--- src/rtl/rf_pkg.sv ---
// ============================================================================
// Module   : rf_pkg
// Brief    : Shared defaults, address-width helper and typedefs for the
//            integer register file and its busy scoreboard.
// Revision : 1.0  initial release
// ============================================================================
`default_nettype none

package rf_pkg;

   localparam int XLEN_DEF  = 32;
   localparam int NREGS_DEF = 32;

   // Address width for a power-of-two register count; never narrower than 1.
   function automatic int rf_aw(input int nregs);
      return (nregs <= 2) ? 1 : $clog2(nregs);
   endfunction

   localparam int AW_DEF = rf_aw(NREGS_DEF);

   typedef logic [AW_DEF-1:0]   rf_addr_t;
   typedef logic [XLEN_DEF-1:0] rf_data_t;

   localparam rf_addr_t REG_ZERO = '0;

endpackage

`default_nettype wire

--- src/rtl/rf_popcount.sv ---
// ============================================================================
// Module   : rf_popcount
// Brief    : Population count of an N-bit vector (busy-bit counter).
// Revision : 1.0  initial release
// ============================================================================
`default_nettype none

module rf_popcount #(
   parameter int N  = 32,
   parameter int CW = $clog2(N + 1)
) (
   input  logic [N-1:0]  vec,
   output logic [CW-1:0] cnt
);

   // Sum of set bits; a simple adder chain that synthesis flattens to a tree.
   always_comb begin
      cnt = '0;
      for (int k = 0; k < N; k++) begin
         cnt = cnt + CW'(vec[k]);
      end
   end

endmodule

`default_nettype wire

--- src/rtl/regfile_scoreboard.sv ---
// ============================================================================
// Module   : regfile_scoreboard
// Brief    : Multi-read-port integer register file with per-register busy
//            scoreboard. x0 reads zero and is never busy.
//            Optional macro RF_BYPASS_EN: same-cycle write-to-read bypass.
// Revision : 1.0  initial release
// ============================================================================
`default_nettype none

module regfile_scoreboard
   import rf_pkg::*;
#(
   parameter  int XLEN  = XLEN_DEF,
   parameter  int NREGS = NREGS_DEF,
   parameter  int NRD   = 2,
   localparam int AW    = rf_aw(NREGS),
   localparam int CW    = $clog2(NREGS + 1)
) (
   input  logic                clk,
   input  logic                rst,
   input  logic [NRD*AW-1:0]   rd_addr,
   output logic [NRD*XLEN-1:0] rd_data,
   output logic [NRD-1:0]      rd_ready,
   input  logic                wr_en,
   input  logic [AW-1:0]       wr_addr,
   input  logic [XLEN-1:0]     wr_data,
   input  logic                iss_en,
   input  logic [AW-1:0]       iss_addr,
   input  logic                flush,
   output logic [CW-1:0]       busy_cnt,
   output logic                wr_unexp
);

   logic                w_wr_vld;
   logic                w_iss_vld;
   logic [NREGS-1:0]    r_busy;
   logic [NREGS-1:0]    w_busy_nxt;
   logic [CW-1:0]       w_cnt_nxt;
   logic [CW-1:0]       r_busy_cnt;
   logic                r_wr_unexp;
   logic [XLEN-1:0]     w_mem [NREGS];

   assign w_wr_vld  = wr_en  && (wr_addr  != AW'(0));
   assign w_iss_vld = iss_en && (iss_addr != AW'(0));

   // x0 has no storage; it is a constant zero row.
   assign w_mem[0] = '0;

   genvar r;
   generate
      for (r = 1; r < NREGS; r++) begin : g_reg
         logic [XLEN-1:0] r_q;

         // One row of storage, loaded by a writeback addressed to it.
         always_ff @(posedge clk) begin
            if (rst) begin
               r_q <= '0;
            end else if (w_wr_vld && (wr_addr == AW'(r))) begin
               r_q <= wr_data;
            end
         end

         assign w_mem[r] = r_q;
      end
   endgenerate

   // Next busy vector: flush wins over issue; issue after write so a new
   // producer on the same register keeps it busy.
   always_comb begin
      w_busy_nxt = r_busy;
      if (flush) begin
         w_busy_nxt = '0;
      end else begin
         if (w_wr_vld)  w_busy_nxt[wr_addr]  = 1'b0;
         if (w_iss_vld) w_busy_nxt[iss_addr] = 1'b1;
      end
      w_busy_nxt[0] = 1'b0;
   end

   rf_popcount #(
      .N  (NREGS),
      .CW (CW)
   ) u_popcount (
      .vec (w_busy_nxt),
      .cnt (w_cnt_nxt)
   );

   // Busy vector, its count and the unexpected-write flag share one update
   // so busy_cnt always matches the busy bits.
   always_ff @(posedge clk) begin
      if (rst) begin
         r_busy     <= '0;
         r_busy_cnt <= '0;
         r_wr_unexp <= 1'b0;
      end else begin
         r_busy     <= w_busy_nxt;
         r_busy_cnt <= w_cnt_nxt;
         r_wr_unexp <= w_wr_vld && !r_busy[wr_addr] && !flush;
      end
   end

   assign busy_cnt = r_busy_cnt;
   assign wr_unexp = r_wr_unexp;

   genvar i;
   generate
      for (i = 0; i < NRD; i++) begin : g_rd
         logic [AW-1:0]   w_addr;
         logic [XLEN-1:0] w_stored;
         logic            w_not_busy;

         assign w_addr     = rd_addr[i*AW +: AW];
         assign w_stored   = w_mem[w_addr];
         assign w_not_busy = !r_busy[w_addr];

`ifdef RF_BYPASS_EN
         logic w_hit;
         // Forward the in-flight writeback when it targets this port.
         assign w_hit                  = w_wr_vld && (wr_addr == w_addr);
         assign rd_data[i*XLEN +: XLEN] = w_hit ? wr_data : w_stored;
         assign rd_ready[i]             = w_hit | w_not_busy;
`else
         assign rd_data[i*XLEN +: XLEN] = w_stored;
         assign rd_ready[i]             = w_not_busy;
`endif
      end
   endgenerate

endmodule

`default_nettype wire

--- config.mk ---
export PLATFORM = sky130hd
export DESIGN_NAME = regfile_scoreboard
export DESIGN_NICKNAME = d
export VERILOG_FILES = /design/src/rtl/rf_pkg.sv /design/src/rtl/rf_popcount.sv /design/src/rtl/regfile_scoreboard.sv
export SDC_FILE = /design/constraint.sdc
export NUM_CORES = 2
export LEC_CHECK = 0
export BUFFER_PORTS_ARGS = -buffer_cell sky130_fd_sc_hd__buf_2
export CAP_MARGIN = 20
export CORE_MARGIN = 8
export CORE_UTILIZATION = 55
export DETAILED_ROUTE_END_ITERATION = 12
export PLACE_DENSITY_LB_ADDON = 0.12
export SYNTH_ARGS = -nofsm -noshare
export SYNTH_HDL_FRONTEND = slang
export SYNTH_SLANG_ARGS = --single-unit
export TNS_END_PERCENT = 50
--- constraint.sdc ---
create_clock -name clk -period 19.3 [get_ports clk]
set_clock_uncertainty 0.15 [all_clocks]
set_input_delay 3.86 -clock clk [delete_from_list [all_inputs] [get_ports clk]]
set_output_delay 3.86 -clock clk [all_outputs]
set_load 0.005 [all_outputs]
==> results.md <==
- FP Rows: 113
- Comb pwr share: 0.085
- H-tree depth: 3
- Commonest non-fill, non-tap cell in the layout: nand2_1
- Switching pwr: 1.219 mW
- Post-DP HPWL: 108.4 mm
- Clock Power Share: 0.464
- Max Clk Rate: 83.64 MHz
- Final cell count without fillers: 6978
- Final setup fails: 0
- Die height: 324.9 um
- Clock root cell: clkbuf_16
- EDFF count, synth: 0
- Post-CTS Resized: 0
- Initial antenna violation count: 13
- Final Critical Period: 11.96 ns
- Placer Congestion: 0.9013
- Commonest non-fill, non-tap cells in the layout: 1991 x nand2_1, 1030 x dfxtp_1, 996 x a21oi_1
- Worst Hold Class: reg2reg
- Vias in the first global route: 44.20k
- Drt first-iter violations: 5906
- Drt pass-1 iters: 6
- Die ar.: 105500 sq um
- Sw Share: 0.2554
- Unrepaired setup endpoints after global routing: no
- Run status: completed
- Fraction of registers with async set/reset: 0
- Ratio of cells with drive above 1 in the final layout: 0.1865
- Max-cap violation count: 0
- Mapped Cells: 5889
- Tot GR Track Use: 0.3532
- Antenna viol nets, final: 0
- Gr ovfl total: 0
- Setup_tns: 0 ns
- Initial Util: 0.5539
- Leakage power total: 18.55 nW
- Worst IR Drop VDD: 0.00007103 V
- Crit path max fanout: 72
- Worst Path Required: 15.29 ns
- Slew @ Worst Pin: 1.262 ns
- P_int: 3.553 mW
- CP Launch Type: primary input
- Vias: 46.13k
- Relative slew slack: 0.1589
- Worst setup path class: in2out
- Die W: 324.9 um
- Sink Count: 1030
- Wire length per cell: 27.69 um
- Nets@finish: 5705
- Period utilization: 0.6195
- Final WL: 193.2 mm
- Seq pwr share: 0.451
- Core Box Area: 94730 sq um
- DRC: 0
- Syn. warnings: 0
- CTS tree: done
- Synth Cell Area: 52470 sq um
- Netlist cell types: 66
- Worst setup margin: 7.344 ns
- WP data arrival: 7.95 ns
- Pre-CTS setup slack: 7.322 ns
- Hold buffers post-CTS: 0
- Mapped Avg Cell Area: 8.910 sq um
- Power per cell area: 84.47 nW/um^2
- Share of the yosys chip area belonging to registers: 0.3930
- Via/cell ratio: 6.610
- First-pass GRT wire length: 286.4 mm
- I/O Buffers: 129
- Register bit total from synthesis: 1030
- Synth-to-layout area growth: 7.678%
- Synth area leaders: dfxtp_1 39%, mux4_2 20%, nand2_1 14%
- Slew Viols, Final: 0
- Max Buffers Root-to-Sink: 3
- Top FF cell, synth: dfxtp_1
- Biggest area consumer among synthesized cells: dfxtp_1
- Inserted Clock Buffers: 112
- Critical path endpoint category: primary output
- Largest net degree at the start of global routing: 219
- Setup Fix Bufs, Post-CTS: 0
- Clk Latency, worst-skew pair: 0.70 ns
- Clock Pin Slew Worst Setup and Hold Paths: 0.06 ns
- I/O pin total: 130
- Placed insts: 6766
- Net count after synthesis: 5978
- Post-synth top area share: 0.3930
- Hold Fails Final Rpt: 0
-- state kept, by name, indices dropped and copies added (netlist names) --
register  cells
wr_unexp      1
busy_cnt      6
g.r_q       992
r_busy       31
-- critical path: stages --
cell	delay (ns)
buf_8	0.57
buf_4	0.84
buf_4	0.83
mux4_2	0.36
o22ai_1	0.12
nor4_1	0.96
buf_2	0.27
-- power by group through the flow --
stage	registers, mW	clock network [mW]	logic, mW
final	2.15	2.21	0.406
after global routing	2.15	2.31	0.421
after CTS	2.15	2.23	0.396
after detailed placement	2.20	0	0.396
after global placement	2.20	0	0.394
after floorplan	2.20	0	0.262
-- path summary, 6_finish.rpt --
check	startpoint	to	slack, ns	depth (start not counted)
worst min register to register	g_reg[23].r_q[5]	g_reg[23].r_q[5]	0.31	2
worst max-delay path	rd_addr[5]	rd_data[47]	7.34	7
worst min-delay path	g_reg[23].r_q[5]	g_reg[23].r_q[5]	0.31	2
worst max register to register	r_busy[2]	busy_cnt[4]	13.77	17
-- Yosys cell counts (all sizes together) (2+ instances only) --
library cell  number
nor2              67
or2               21
a211o              3
ha                 9
nor3               6
o2111ai            3
nor3b              5
nand2b             5
or3b               3
or3                2
dfxtp           1030
nand2           2024
nand3              6
mux2              74
mux2i              8
and3               3
nand3b             7
clkbuf           293
o21ai             65
and4bb             3
nand4              5
a21oi            996
xnor2              2
and2              16
mux4             461
fa                23
buf              325
a22oi             32
o22ai            194
nor2b             12
a221o             65
a21o               3
nand4b             3
and4b              3
and3b              4
nor4              65
inv               32
nor4b              2
-- metrics by stage --
step	hold slack [ns]	util	cell area, sq um	power (mW)
floorplan	0.2924	-	52470	2.458
global placement	0.2987	0.5559	52660	2.593
detailed placement	0.3061	0.5561	52680	2.596
CTS	0.3140	0.5963	56490	4.775
global route	0.3296	0.5964	56500	4.887
finish	0.3135	0.5964	56500	4.772
-- routing by layer --
metal / up-vias / routed length, um / track usage
met5: - / 104 / 0.005083
met4: 8 / 9661 / 0.1592
met3: 680 / 23260 / 0.09648
met2: 2934 / 87930 / 0.5555
met1: 22368 / 72290 / 0.4545
li1: 20135 / - / -
-- final cells by class --
type                    instances  area [sq um]
diodes                          2         5.005
inverters                      32         120.1
clock buffers                 173          3443
repair buffers                231          1531
clock inverters                36         366.6
flip-flops and latches       1030         20620
well taps                    1265          1583
multi-input cells            4209         28830
fillers                      8262         38230
-- cells by family after synthesis --
group | synth area share
buffers and inverters | 0.06150
adder cells (fa/ha/maj) | 0.01092
multiplexers | 0.2153
AO/OA/AOI/OAI | 0.1435
AND/OR/NAND/NOR | 0.1752
flip-flops | 0.3930
XOR/XNOR | 0.0005008
Power figures use the tool's default switching activity.
